<file path="config.mk">
export PLATFORM = sky130hd
export DESIGN_NAME = exibe_sequencia_flat
export DESIGN_NICKNAME = d
export VERILOG_FILES = /design/src/rtl/exibe_sequencia_if.sv /design/src/rtl/exibe_sequencia.sv /design/src/flat_wrapper.sv
export SDC_FILE = /design/constraint.sdc
export NUM_CORES = 1
export LEC_CHECK = 0
export BUFFER_PORTS_ARGS = -buffer_cell sky130_fd_sc_hd__buf_2
export CAP_MARGIN = 30
export CORE_ASPECT_RATIO = 1.4
export CORE_MARGIN = 2
export CORE_UTILIZATION = 50
export CTS_BUF_LIST = sky130_fd_sc_hd__clkbuf_4 sky130_fd_sc_hd__clkbuf_8
export DETAILED_ROUTE_END_ITERATION = 6
export PLACE_DENSITY_LB_ADDON = 0.25
export SYNTH_ARGS = -nofsm -noshare
export SYNTH_HDL_FRONTEND = slang
export SYNTH_SLANG_ARGS = --single-unit
</file>
<file path="constraint.sdc">
create_clock -name clock -period 7.6 [get_ports clock]
set_clock_uncertainty 0.15 [all_clocks]
set_input_delay 1.14 -clock clock [delete_from_list [all_inputs] [get_ports clock]]
set_output_delay 1.14 -clock clock [all_outputs]
set_load 0.005 [all_outputs]
</file>
<file path="src/rtl/exibe_sequencia_if.sv">
// Signal bundle between the game's top-level FSM / sequence ROM (master)
// and the sequence presenter (slave).
interface exibe_sequencia_if;
  logic       iniciar;    // start request
  logic       cancela;    // synchronous abort
  logic [3:0] limite;     // last ROM address to show
  logic [3:0] dado;       // ROM data_out, registered
  logic [3:0] endereco;   // ROM address
  logic [3:0] leds;       // displayed value
  logic       ocupado;    // busy (any state but INICIAL)
  logic       pronto;     // one-cycle end-of-sequence pulse
  logic [2:0] db_estado;  // debug: current state code

  modport master (
    output iniciar, cancela, limite, dado,
    input  endereco, leds, ocupado, pronto, db_estado
  );

  modport slave (
    input  iniciar, cancela, limite, dado,
    output endereco, leds, ocupado, pronto, db_estado
  );
endinterface

</file>
<file path="src/rtl/exibe_sequencia.sv">
// Sequence presenter for the memory game: walks ROM addresses 0..limite,
// lighting each entry for TEMPO_ON cycles followed by a TEMPO_OFF blank gap,
// then pulses pronto for one cycle.
module exibe_sequencia #(
  parameter int TEMPO_ON  = 500,
  parameter int TEMPO_OFF = 250,
  parameter int TW        = 16
) (
  input logic               clock,
  input logic               reset,
  exibe_sequencia_if.slave  bus
);

  typedef enum logic [2:0] {
    INICIAL = 3'd0,
    CARREGA = 3'd1,
    MOSTRA  = 3'd2,
    APAGA   = 3'd3,
    FIM     = 3'd4
  } estado_t;

  localparam logic [TW-1:0] ON_LAST  = TW'(TEMPO_ON - 1);
  localparam logic [TW-1:0] OFF_LAST = TW'(TEMPO_OFF - 1);

  estado_t       estado_q,   estado_d;
  logic [3:0]    endereco_q, endereco_d;
  logic [3:0]    limite_q,   limite_d;
  logic [TW-1:0] timer_q,    timer_d;

  // State, address, latched limit and phase timer registers.
  // NOTE: sequential state uses non-blocking assignments so every register
  // samples its next value from the same pre-edge snapshot.
  always_ff @(posedge clock or posedge reset) begin
    if (reset) begin
      estado_q   <= INICIAL;
      endereco_q <= 4'd0;
      limite_q   <= 4'd0;
      timer_q    <= '0;
    end else begin
      estado_q   <= estado_d;
      endereco_q <= endereco_d;
      limite_q   <= limite_d;
      timer_q    <= timer_d;
    end
  end

  // Next-state logic: sequencing through load, lit and blank phases; cancela
  // overrides everything and leaves the address where it was.
  // NOTE: every signal gets a hold/default value before the case so no path
  // leaves one unassigned, which would otherwise infer a latch.
  always_comb begin
    estado_d   = estado_q;
    endereco_d = endereco_q;
    limite_d   = limite_q;
    timer_d    = timer_q;

    case (estado_q)
      INICIAL: begin
        timer_d = '0;
        if (bus.iniciar) begin
          endereco_d = 4'd0;
          limite_d   = bus.limite;
          estado_d   = CARREGA;
        end
      end
      CARREGA: begin
        // Address is held through this cycle so the ROM output is valid
        // for the whole of MOSTRA.
        timer_d  = '0;
        estado_d = MOSTRA;
      end
      MOSTRA: begin
        if (timer_q == ON_LAST) begin
          timer_d  = '0;
          estado_d = APAGA;
        end else begin
          timer_d = timer_q + 1'b1;
        end
      end
      APAGA: begin
        if (timer_q == OFF_LAST) begin
          timer_d = '0;
          if (endereco_q == limite_q) begin
            estado_d = FIM;
          end else begin
            endereco_d = endereco_q + 4'd1;
            estado_d   = CARREGA;
          end
        end else begin
          timer_d = timer_q + 1'b1;
        end
      end
      FIM: begin
        estado_d = INICIAL;
      end
      default: begin
        timer_d  = '0;
        estado_d = INICIAL;
      end
    endcase

    if (bus.cancela) begin
      estado_d   = INICIAL;
      timer_d    = '0;
      endereco_d = endereco_q;
      limite_d   = limite_q;
    end
  end

  // Outputs are pure decodes of the current state.
  assign bus.endereco  = endereco_q;
  assign bus.leds      = (estado_q == MOSTRA) ? bus.dado : 4'd0;
  assign bus.ocupado   = (estado_q != INICIAL);
  assign bus.pronto    = (estado_q == FIM);
  assign bus.db_estado = estado_q;

endmodule

</file>
<file path="src/flat_wrapper.sv">
// flat-port wrapper written by rule: the top's interface ports become plain ports
module exibe_sequencia_flat 
#(
  parameter int TEMPO_ON  = 500,
  parameter int TEMPO_OFF = 250,
  parameter int TW        = 16
)
  (clock, reset, bus_iniciar, bus_cancela, bus_limite, bus_dado, bus_endereco, bus_leds, bus_ocupado, bus_pronto, bus_db_estado);
  exibe_sequencia_if bus_i ();
  input logic clock;
  input logic reset;
  input wire logic [$bits(bus_i.iniciar)-1:0] bus_iniciar;
  input wire logic [$bits(bus_i.cancela)-1:0] bus_cancela;
  input wire logic [$bits(bus_i.limite)-1:0] bus_limite;
  input wire logic [$bits(bus_i.dado)-1:0] bus_dado;
  output wire logic [$bits(bus_i.endereco)-1:0] bus_endereco;
  output wire logic [$bits(bus_i.leds)-1:0] bus_leds;
  output wire logic [$bits(bus_i.ocupado)-1:0] bus_ocupado;
  output wire logic [$bits(bus_i.pronto)-1:0] bus_pronto;
  output wire logic [$bits(bus_i.db_estado)-1:0] bus_db_estado;
  assign bus_i.iniciar = bus_iniciar;
  assign bus_i.cancela = bus_cancela;
  assign bus_i.limite = bus_limite;
  assign bus_i.dado = bus_dado;
  assign bus_endereco = bus_i.endereco;
  assign bus_leds = bus_i.leds;
  assign bus_ocupado = bus_i.ocupado;
  assign bus_pronto = bus_i.pronto;
  assign bus_db_estado = bus_i.db_estado;
  exibe_sequencia #(.TEMPO_ON(TEMPO_ON), .TEMPO_OFF(TEMPO_OFF), .TW(TW)) u_core (.clock(clock), .reset(reset), .bus(bus_i));
endmodule
</file>
# Word-level counts from Yosys, hierarchy flattened
# Cells that the tools add are included.
op_classes:
  addsub: 2
  n_bitwise: 1
  n_eq_ne: 14
  reduce_logical: 6
  n_mux: 15
op_table:
  columns: ["operator", "count"]
  rows:
  - ["16-bit 2-to-1 mux", 3]
  - ["16-bit one-hot mux with 3 select lines", 1]
  - ["16-bit by 1-bit adder with 16-bit output (second input constant)", 1]
  - ["16-bit by 8-bit equality test with 1-bit output (second input constant)", 1]
  - ["16-bit by 9-bit equality test with 1-bit output (second input constant)", 1]
  - ["4-bit 2-to-1 mux", 4]
  - ["3-bit 2-to-1 mux", 5]
  - ["3-bit one-hot mux with 4 select lines", 1]
  - ["4-bit one-hot mux with 2 select lines", 1]
  - ["3-bit by 2-bit equality test with 1-bit output (second input constant)", 2]
  - ["2-bit inequality test (second input constant)", 3]
  - ["3-bit by 2-bit inequality test with 1-bit output (second input constant)", 2]
  - ["3-bit AND reduction", 2]
  - ["5-bit AND reduction", 1]
  - ["4-bit by 1-bit adder with 4-bit output (second input constant)", 1]
  - ["4-bit equality test", 1]
  - ["3-bit by 1-bit equality test with 1-bit output (second input constant)", 1]
  - ["3-bit equality test (second input constant)", 1]
  - ["3-bit zero test", 1]
  - ["3-bit inequality test (second input constant)", 1]
  - ["3-bit nonzero test", 1]
  - ["2-bit by 1-bit inequality test with 1-bit output (second input constant)", 1]
  - ["2-bit nonzero test", 1]
  - ["1-bit NOT", 1]
word_totals:
  reg_bits: 27
  out_inout_bits: 13
  word_cells: 42
  in_bits: 12

# Depth between registers and ports, before layout
# Gate-level depths: netlist of run 1.
depth:
  ltp_word: 5
  mapped_depth: 8
  mapped_depth_nobuf: 7

# Worst setup path after synthesis of run 1
# Ideal clock, no wire load.
synth_path:
  path_kind: "input to output"
  from: "in bus_dado[0]"
  to: "out bus_leds[0]"
  t_required_ps: 6310
  path_slack_ps: 5045
  arrival_ps: 1265
  stages: 1
  n_path_buf: 0
  path_cell_list: "and2_1"
synth_between:
  elab_chain_len: 1
synth_lines:
  columns: ["item", "line_no", "text"]
  rows:
  - ["start, declared", "flat_wrapper.sv:15", "input wire logic [$bits(bus_i.dado)-1:0] bus_dado;"]
  - ["4-bit 2-to-1 mux", "exibe_sequencia.sv:112", "assign bus.leds = (estado_q == MOSTRA) ? bus.dado : 4'd0;"]
  - ["end, declared", "flat_wrapper.sv:17", "output wire logic [$bits(bus_i.leds)-1:0] bus_leds;"]
# No other way between the ends.

# Worst setup path in the final report of run 1
layout_path:
  from: "reg u_core.estado_q[1], in the netlist u_core.bus.db_estado[1]"
  to: "out bus_leds[0]"
layout_between:
  elab_chain_len: 2
layout_lines:
  columns: ["item", "line_no", "text"]
  rows:
  - ["start, declared", "exibe_sequencia.sv:25", "estado_t estado_q, estado_d;"]
  - ["start signal, assigned", "exibe_sequencia.sv:40", "estado_q <= estado_d;"]
  - ["3-bit by 2-bit equality test with 1-bit output", "exibe_sequencia.sv:112", null]
  - ["4-bit 2-to-1 mux", "exibe_sequencia.sv:112", null]
# No other way between the ends.

==> flow_summary.html, run 1 <==
<table>
<tr><th>Metric</th><th>Value</th></tr>
<tr><th colspan="2">Status</th></tr>
<tr><td>Status</td><td>completed</td></tr>
<tr><th colspan="2">Synthesis</th></tr>
<tr><td>Synthesized area per cell</td><td>9.802 sq um</td></tr>
<tr><td>Synthesized area</td><td>0.001539 sq mm</td></tr>
<tr><td>Dominant combinational cell family by area after synthesis</td><td>simple AND/OR/NAND/NOR gates</td></tr>
<tr><td>Fraction of the mapped netlist area in compound gates</td><td>10.65%</td></tr>
<tr><td>Portion of the post-synthesis area used by sequential elements</td><td>43.90%</td></tr>
<tr><td>Post-synthesis mux area share</td><td>4.228%</td></tr>
<tr><td>Xor and xnor area share after synthesis</td><td>7.398%</td></tr>
<tr><td>Post-synth EDFFs</td><td>0</td></tr>
<tr><td>Post-synthesis async set-or-reset flop share</td><td>100.0%</td></tr>
<tr><td>Cell count after synthesis</td><td>157</td></tr>
<tr><td>Flops &amp; latches, synth</td><td>27</td></tr>
<tr><td>Post-synthesis share of cell area spent on full adders, half adders and majority gates</td><td>2.439%</td></tr>
<tr><td>Post-synth top flop</td><td>dfrtp_1</td></tr>
<tr><td>Count of cell types in the netlist</td><td>42</td></tr>
<tr><td>Total nets after synthesis</td><td>172</td></tr>
<tr><td>Basic-gate share of the synthesized area counting and, or, nand and nor cells</td><td>28.21%</td></tr>
<tr><td>Total number of yosys warnings</td><td>0</td></tr>
<tr><th colspan="2">Die</th></tr>
<tr><td>Core area</td><td>0.002907 sq mm</td></tr>
<tr><td>Row count</td><td>23</td></tr>
<tr><td>Io pins</td><td>25</td></tr>
<tr><td>Die Span X</td><td>50.89 um</td></tr>
<tr><td>Initial core utilization</td><td>52.95%</td></tr>
<tr><td>Floorplan die area</td><td>0.003544 sq mm</td></tr>
<tr><td>Vert. Die Dim</td><td>69.65 um</td></tr>
<tr><th colspan="2">Finish</th></tr>
<tr><td>P&amp;R area growth vs syn</td><td>13.82%</td></tr>
<tr><td>Antenna Diode Count</td><td>0</td></tr>
<tr><td>Highest-count cells in the layout ignoring fill and taps</td><td>27 x dfrtp_1, 24 x buf_2, 14 x nor2_1, 11 x nand2_1, 9 x o21ai_0</td></tr>
<tr><td>Layout cells sized above 1</td><td>23.76%</td></tr>
<tr><td>Most common cell after layout, fill and taps aside</td><td>dfrtp_1</td></tr>
<tr><td>Final standard cell count with taps included and fillers excluded</td><td>218</td></tr>
<tr><td>FF+latch area</td><td>675.6 sq um</td></tr>
<tr><td>Multi-input combinational cell area</td><td>814.5 sq um</td></tr>
<tr><td>Count of filler cells inserted in the layout</td><td>243</td></tr>
<tr><td>Final layout net count</td><td>197</td></tr>
<tr><th colspan="2">Route</th></tr>
<tr><td>Routed WL per cell</td><td>14.79 um</td></tr>
<tr><td>Via count</td><td>1,282</td></tr>
<tr><td>Residual DRC</td><td>0</td></tr>
<tr><td>Total length of routed wires</td><td>3225 um</td></tr>
<tr><td>Detailed-route vias per instance</td><td>5.881</td></tr>
<tr><td>Number of design-rule violations left by the first detailed-router iteration</td><td>27</td></tr>
<tr><td>Number of iterations in the first detailed-routing pass</td><td>4</td></tr>
<tr><td>Antenna Nets Post-Route</td><td>0</td></tr>
<tr><th colspan="2">Clock tree</th></tr>
<tr><td>Clk Latency, worst-skew pair</td><td>0.27 ns</td></tr>
<tr><td>Number of buffers on the longest clock path</td><td>2</td></tr>
<tr><td>Clock root buffer</td><td>clkbuf_8</td></tr>
<tr><td>Inserted Clock Buffers</td><td>3</td></tr>
<tr><td>Post-CTS Setup Repair Bufs</td><td>0</td></tr>
<tr><td>TritonCTS clock tree</td><td>yes</td></tr>
<tr><td>Number of H-tree branching levels</td><td>1</td></tr>
<tr><td>Clock transition at the register clock pins on the worst setup and hold paths after CTS</td><td>0.09 ns</td></tr>
<tr><td>Total number of clock tree sinks</td><td>27</td></tr>
<tr><td>Post-cts sizing count</td><td>0</td></tr>
<tr><td>CTS Hold Buffers Added</td><td>0</td></tr>
<tr><th colspan="2">Critical path</th></tr>
<tr><td>Top delay family on crit path</td><td>simple AND/OR/NAND/NOR gates</td></tr>
<tr><td>Kind of launch point of the worst setup path</td><td>register</td></tr>
<tr><td>Worst flop-to-flop path startpoint</td><td>u_core.timer_q[9]</td></tr>
<tr><td>Sequence of cells on the critical path</td><td>nor3b_1 -&gt; and2_1 -&gt; buf_2</td></tr>
<tr><td>Slowest stage cell, crit path</td><td>dfrtp_1</td></tr>
<tr><td>Kind of capture point of the worst setup path</td><td>primary output</td></tr>
<tr><td>Data arrival time at the worst-slack endpoint</td><td>1.56 ns</td></tr>
<tr><td>Critical path's largest stage delay</td><td>0.51 ns</td></tr>
<tr><td>Required time of the critical path</td><td>6.31 ns</td></tr>
<tr><td>Worst Path Max Fanout</td><td>9</td></tr>
<tr><td>Worst Setup Path Type</td><td>register to primary output</td></tr>
<tr><td>Number of buffer and inverter instances along the worst setup path</td><td>1</td></tr>
<tr><td>Worst Setup SP</td><td>u_core.bus.db_estado[1]</td></tr>
<tr><th colspan="2">Worst hold path</th></tr>
<tr><td>Startpoint of the lowest-slack hold path</td><td>u_core.limite_q[0]</td></tr>
<tr><td>Worst min path class</td><td>register to register</td></tr>
<tr><th colspan="2">Global routing</th></tr>
<tr><td>Pin count of the biggest net entering global routing</td><td>18</td></tr>
<tr><td>Total track usage</td><td>20.18%</td></tr>
<tr><td>Vias in the first global route</td><td>1,312</td></tr>
<tr><td>Grt total ovfl</td><td>0</td></tr>
<tr><td>Global-route wire length before repair</td><td>5658 um</td></tr>
<tr><td>Initial antenna violation count</td><td>0</td></tr>
<tr><th colspan="2">STA</th></tr>
<tr><td>RSZ-0062 raised after global routing</td><td>false</td></tr>
<tr><td>Final period demand of the worst path</td><td>2.846 ns</td></tr>
<tr><td>Setup-violating endpoint count in the final report</td><td>0</td></tr>
<tr><td>Number of pins exceeding their max-slew limit in the final report</td><td>0</td></tr>
<tr><td>Final hold violation count</td><td>0</td></tr>
<tr><td>Summed negative setup slack over all endpoints</td><td>0 ns</td></tr>
<tr><td>Worst hold slack after final layout</td><td>0.3921 ns</td></tr>
<tr><td>Worst relative slew slack</td><td>53.69%</td></tr>
<tr><td>Final worst slack</td><td>4.754 ns</td></tr>
<tr><td>Crit share post-route</td><td>37.45%</td></tr>
<tr><td>Top achievable clock speed</td><td>351.3 MHz</td></tr>
<tr><td>Worst Tran Pin Value</td><td>0.6851 ns</td></tr>
<tr><th colspan="2">Flow run</th></tr>
<tr><td>Number of max-cap violations</td><td>0</td></tr>
<tr><th colspan="2">Placement</th></tr>
<tr><td>Half-perimeter wire length after placement</td><td>2464 um</td></tr>
<tr><td>Routability cong.</td><td>0.7839</td></tr>
<tr><td>Cell count after placement</td><td>214</td></tr>
<tr><td>Post-placement worst setup slack</td><td>4.809 ns</td></tr>
<tr><td>Port buffer count</td><td>24</td></tr>
<tr><th colspan="2">Power</th></tr>
<tr><td>Overall power of the completed layout</td><td>375.0 uW</td></tr>
<tr><td>Standby leakage power</td><td>0.0007807 uW</td></tr>
<tr><td>Maximum VDD drop</td><td>109.9 uV</td></tr>
<tr><td>Power density of the placed cells</td><td>214.1 mW/mm^2</td></tr>
</table>
## where the power goes
group	switching [uW]	total (uW)	internal (uW)
sequential	21.5	182	161
clock	45.8	83.1	37.2
combinational	54.5	109	54.9
## final timing paths
check	to	slack, ns	cells past startpoint
max	bus_leds[0]	4.75	3
min	u_core.limite_q[0]	0.39	1
max reg2reg	u_core.timer_q[6]	4.96	5
min reg2reg	u_core.limite_q[0]	0.39	1
max in group asynchronous	u_core.timer_q[5]	6.12	3
min in group asynchronous	u_core.timer_q[10]	0.72	2
## Yosys cell counts, types with 2 or more instances
cell type	number	area share, %
nor2_1	14	3.4
nand3_1	8	2.6
dfrtp_1	27	44
nand3b_1	3	1.5
ha_1	3	2.4
nor4_1	6	2.4
nor3_1	3	0.98
nand2_1	11	2.7
clkbuf_1	3	0.73
mux2_2	4	2.9
inv_1	5	1.2
nor4b_1	2	1.1
and2_1	5	2.0
a211o_1	2	1.1
xnor2_1	7	4.0
or3_1	2	0.81
nor3b_1	2	0.98
o21ai_0	9	2.9
and3_1	2	0.81
a21o_1	3	1.5
mux2i_1	2	1.3
or4_4	3	2.2
a31oi_1	2	0.81
xor2_1	6	3.4
nand4_1	6	2.4
## layer usage
| layer | GRT usage [%] | up-vias | routed length [um] |
|---|---|---|---|
| met5 | 0 | - | 0 |
| met4 | 8.709 | 0 | 70 |
| met3 | 2.371 | 8 | 104 |
| met2 | 35.96 | 38 | 1729 |
| met1 | 23.64 | 621 | 1321 |
| li1 | - | 615 | - |
## per-stage QoR
| step | util (%) | area, sq um |
|---|---|---|
| 2_1_floorplan | - | 1539 |
| 3_3_place_gp | 57.64 | 1675 |
| 3_5_place_dp | 58.59 | 1703 |
| 4_1_cts | 60.27 | 1752 |
| 5_1_grt | 60.27 | 1752 |
| 6_report | 60.27 | 1752 |
## worst register-to-register path, stage by stage, from the launching register on
cell     delay [ns]
dfrtp_1        0.45
or4_4          0.57
or4_4          0.57
a22oi_4        0.40
and2_2         0.32
nor3_1         0.06
## logic make-up after synthesis
family          Yosys count
compound gates           23
xor+xnor                 13
fa+ha+maj                 3
buf+inv                  10
flops                    27
mux                       6
simple gates             75
## layout make-up
class / instances / share of cell area (%)
flip-flops and latches: 27 / 38.57
repair buffers: 25 / 8.429
well taps: 37 / 2.643
inverters: 5 / 1.071
clock buffers: 3 / 2.357
multi-input cells: 120 / 46.50
clock inverters: 1 / 0.4286
## sequential cells by signal, indices dropped and copies added, names as in the netlist
signal,flops
u_core.limite_q,4
u_core.bus.endereco,4
u_core.bus.db_estado,3
u_core.timer_q,16
(Power assumes the default switching activity.)
==> inputs of run 2 (changes only) <==
==> constraint.sdc (replaced) <==
create_clock -name clock -period 2.7 [get_ports clock]
set_clock_uncertainty 0.15 [all_clocks]
set_input_delay 0.405 -clock clock [delete_from_list [all_inputs] [get_ports clock]]
set_output_delay 0.405 -clock clock [all_outputs]
set_load 0.005 [all_outputs]
==> flow_summary.html, run 2 (synthesis gave the netlist of run 1 again) <==
<table>
<tr><th>Metric</th><th>Value</th></tr>
<tr><th colspan="2">Status</th></tr>
<tr><td>Status</td><td>completed</td></tr>
<tr><th colspan="2">Clock tree</th></tr>
<tr><td>Number of buffers on the longest clock path</td><td>2 (unchanged)</td></tr>
<tr><td>Clk Latency, worst-skew pair</td><td>0.28 ns (about the same)</td></tr>
<tr><td>Clock root buffer</td><td>clkbuf_8</td></tr>
<tr><td>TritonCTS clock tree</td><td>yes</td></tr>
<tr><td>Inserted Clock Buffers</td><td>3 (unchanged)</td></tr>
<tr><td>Clock transition at the register clock pins on the worst setup and hold paths after CTS</td><td>0.10 ns (about the same)</td></tr>
<tr><td>CTS Hold Buffers Added</td><td>0 (unchanged)</td></tr>
<tr><td>Total number of clock tree sinks</td><td>27 (unchanged)</td></tr>
<tr><td>Post-cts sizing count</td><td>0 (unchanged)</td></tr>
<tr><td>Number of H-tree branching levels</td><td>1 (unchanged)</td></tr>
<tr><th colspan="2">Route</th></tr>
<tr><td>Residual DRC</td><td>0 (unchanged)</td></tr>
<tr><td>Total length of routed wires</td><td>3259 um (+1.1%)</td></tr>
<tr><td>Routed WL per cell</td><td>14.55 um (-1.7%)</td></tr>
<tr><td>Via count</td><td>1,299 (+1.3%)</td></tr>
<tr><td>Number of iterations in the first detailed-routing pass</td><td>4 (unchanged)</td></tr>
<tr><td>Number of design-rule violations left by the first detailed-router iteration</td><td>50 (+85%)</td></tr>
<tr><td>Antenna Nets Post-Route</td><td>0 (unchanged)</td></tr>
<tr><td>Detailed-route vias per instance</td><td>5.799 (-1.4%)</td></tr>
<tr><th colspan="2">Critical path</th></tr>
<tr><td>Worst Path Max Fanout</td><td>9 (unchanged)</td></tr>
<tr><td>Depth of the most critical reg-to-reg path</td><td>6 (+1)</td></tr>
<tr><td>Kind of capture point of the worst setup path</td><td>register</td></tr>
<tr><td>Setup slack of the worst register-to-register path</td><td>0.18 ns (-4.78 ns)</td></tr>
<tr><td>Data arrival time at the worst-slack endpoint</td><td>2.54 ns (+0.98 ns)</td></tr>
<tr><td>Crit path top cell by count</td><td>or4_4</td></tr>
<tr><td>Worst flop-to-flop path startpoint</td><td>u_core.timer_q[9]</td></tr>
<tr><td>Required time of the critical path</td><td>2.72 ns (-3.59 ns)</td></tr>
<tr><td>Kind of launch point of the worst setup path</td><td>register</td></tr>
<tr><td>Worst Setup Path Type</td><td>register to register</td></tr>
<tr><td>Sequence of cells on the critical path</td><td>or4_4 -&gt; or4_4 -&gt; a22oi_4 -&gt; buf_4 -&gt; o21ai_0 -&gt; a21o_1</td></tr>
<tr><td>Slowest stage cell, crit path</td><td>or4_4</td></tr>
<tr><td>Critical path's largest stage delay</td><td>0.57 ns (+0.06 ns)</td></tr>
<tr><td>RR Endpoint</td><td>u_core.timer_q[3]</td></tr>
<tr><th colspan="2">Power</th></tr>
<tr><td>Standby leakage power</td><td>0.0008014 uW (+2.7%)</td></tr>
<tr><td>Clock share of power</td><td>21.7% (-0.4 points)</td></tr>
<tr><td>Share of power burned in combinational logic</td><td>31.4% (+2.2 points)</td></tr>
<tr><td>Maximum VDD drop</td><td>380.5 uV (+250%)</td></tr>
<tr><td>Sw Ratio</td><td>32.64% (+0.13 points)</td></tr>
<tr><td>Sw power</td><td>356.3 uW (+190%)</td></tr>
<tr><td>Relative contribution of sequential cells to total power</td><td>46.9% (-1.8 points)</td></tr>
<tr><td>Power density of the placed cells</td><td>614.5 mW/mm^2 (+190%)</td></tr>
<tr><td>Internal Power</td><td>735.4 uW (+190%)</td></tr>
<tr><th colspan="2">Global routing</th></tr>
<tr><td>M1 GR Usage</td><td>23.72% (+0.073 points)</td></tr>
<tr><td>Met3 usage</td><td>2.802% (+0.43 points)</td></tr>
<tr><td>Total track usage</td><td>20.47% (+0.29 points)</td></tr>
<tr><td>Met2 GRT Util</td><td>38.01% (+2.0 points)</td></tr>
<tr><td>Grt total ovfl</td><td>0 (unchanged)</td></tr>
<tr><td>Initial antenna violation count</td><td>0 (unchanged)</td></tr>
<tr><td>Pin count of the biggest net entering global routing</td><td>28 (+10)</td></tr>
<tr><td>Highest-utilization routing layer at the global route stage</td><td>met2</td></tr>
<tr><td>Global-route wire length before repair</td><td>5658 um (unchanged)</td></tr>
<tr><td>Vias in the first global route</td><td>1,252 (-4.6%)</td></tr>
<tr><th colspan="2">Die</th></tr>
<tr><td>Initial core utilization</td><td>52.95% (unchanged)</td></tr>
<tr><td>Row count</td><td>23 (unchanged)</td></tr>
<tr><td>Io pins</td><td>25 (unchanged)</td></tr>
<tr><td>Vert. Die Dim</td><td>69.65 um (unchanged)</td></tr>
<tr><td>Core area</td><td>0.002907 sq mm (unchanged)</td></tr>
<tr><td>Floorplan die area</td><td>0.003544 sq mm (unchanged)</td></tr>
<tr><td>Die Span X</td><td>50.89 um (unchanged)</td></tr>
<tr><th colspan="2">STA</th></tr>
<tr><td>Crit share post-route</td><td>93.30%</td></tr>
<tr><td>Worst hold slack after final layout</td><td>0.01931 ns (-0.3728 ns)</td></tr>
<tr><td>Summed negative setup slack over all endpoints</td><td>0 ns (unchanged)</td></tr>
<tr><td>Final period demand of the worst path</td><td>2.519 ns</td></tr>
<tr><td>Final hold violation count</td><td>0 (unchanged)</td></tr>
<tr><td>Top achievable clock speed</td><td>397.0 MHz</td></tr>
<tr><td>Worst relative slew slack</td><td>51.87% (-1.8 points)</td></tr>
<tr><td>Setup-violating endpoint count in the final report</td><td>0 (unchanged)</td></tr>
<tr><td>RSZ-0062 raised after global routing</td><td>false</td></tr>
<tr><td>Number of pins exceeding their max-slew limit in the final report</td><td>0 (unchanged)</td></tr>
<tr><td>Worst Tran Pin Value</td><td>0.7153 ns (+0.03027 ns)</td></tr>
<tr><th colspan="2">Finish</th></tr>
<tr><td>Register with the highest flop count</td><td>u_core.timer_q</td></tr>
<tr><td>Highest-count cells in the layout ignoring fill and taps</td><td>27 x dfrtp_1, 24 x buf_2, 14 x nor2_1, 11 x nand2_1, 9 x o21ai_0</td></tr>
<tr><td>Max FFs per register</td><td>16 (unchanged)</td></tr>
<tr><td>Final layout net count</td><td>203 (+3.0%)</td></tr>
<tr><td>Final standard cell count with taps included and fillers excluded</td><td>224 (+2.8%)</td></tr>
<tr><td>Layout cells sized above 1</td><td>26.20% (+2.4 points)</td></tr>
<tr><td>Most common cell after layout, fill and taps aside</td><td>dfrtp_1</td></tr>
<tr><td>P&amp;R area growth vs syn</td><td>15.45%</td></tr>
<tr><td>Antenna Diode Count</td><td>0 (unchanged)</td></tr>
<tr><th colspan="2">Placement</th></tr>
<tr><td>Port buffer count</td><td>24 (unchanged)</td></tr>
<tr><td>Half-perimeter wire length after placement</td><td>2454 um (-0.38%)</td></tr>
<tr><td>Cell count after placement</td><td>217 (+1.4%)</td></tr>
<tr><td>Routability cong.</td><td>0.8769 (+12%)</td></tr>
<tr><th colspan="2">Worst hold path</th></tr>
<tr><td>Worst min path class</td><td>input pin to async pin</td></tr>
<tr><th colspan="2">Flow run</th></tr>
<tr><td>Number of max-cap violations</td><td>0 (unchanged)</td></tr>
</table>
-- run 2: cell types whose count changed in the layout (fill, tap and decap cells not counted), sizes merged --
| cell | delta |
|---|---|
| buf | +6 |
-- run 2: worst max path at each step --
stage	slack, ns	startpoint	cells after the start	end
floorplan	0.29	u_core.timer_q[9]	6	u_core.timer_q[4]
global placement	0.16	u_core.timer_q[9]	5	u_core.timer_q[6]
detailed placement	0.09	u_core.timer_q[9]	5	u_core.timer_q[10]
CTS	0.06	u_core.timer_q[9]	5	u_core.timer_q[6]
global route	0.1	u_core.timer_q[9]	6	u_core.timer_q[3]
finish	0.18	u_core.timer_q[9]	6	u_core.timer_q[3]
-- run 2: area by class of cell --
cell class	instances	area (sq um)
Fill cell	253	1130
Multi-Input combinational cell	120	814.5
Sequential cell	27	675.6
Timing Repair Buffer	31	172.7
Tap cell	37	46.29
Clock buffer	3	41.29
Inverter	5	18.77
Clock inverter	1	7.507
-- run 2: power groups by stage --
stage,clock (uW),sequential (uW),combinational (uW)
2_1_floorplan,0,490,259
3_3_place_gp,0,516,308
3_5_place_dp,0,519,322
4_1_cts,241,510,324
5_1_grt,262,523,380
6_report,236,512,343
-- run 2: what timing repair did --
item / in CTS / in global routing
hold endpoints to repair: 0 / 0
endpoints found under the setup margin: 0 / 10
setup buffers: 0 / 3
-- run 2: worst max-delay path, delay by kind of cell, from the launching register on --
family	cells	cell delay, ns
AOI/OAI and AO/OA	3	0.49
buffers and inverters	1	0.19
DFF	1	0.45
and+or+nand+nor	2	1.13
-- run 2: routing by layer --
layer	vias to the layer above	wire, um
li1	627	-
met1	634	1294
met2	34	1822
met3	4	102
met4	0	40
met5	-	0
-- run 2: stage by stage --
stage	total power [uW]	setup WS (ns)	utilization [%]	cell area (sq um)
2_1_floorplan	748.7	0.2907	-	1539
5_1_grt	1164	0.09595	61.13	1777
4_1_cts	1076	0.06467	60.35	1754
3_3_place_gp	823.2	0.1588	58.67	1705
3_5_place_dp	841.4	0.09229	58.67	1705
6_report	1092	0.1810	61.13	1777
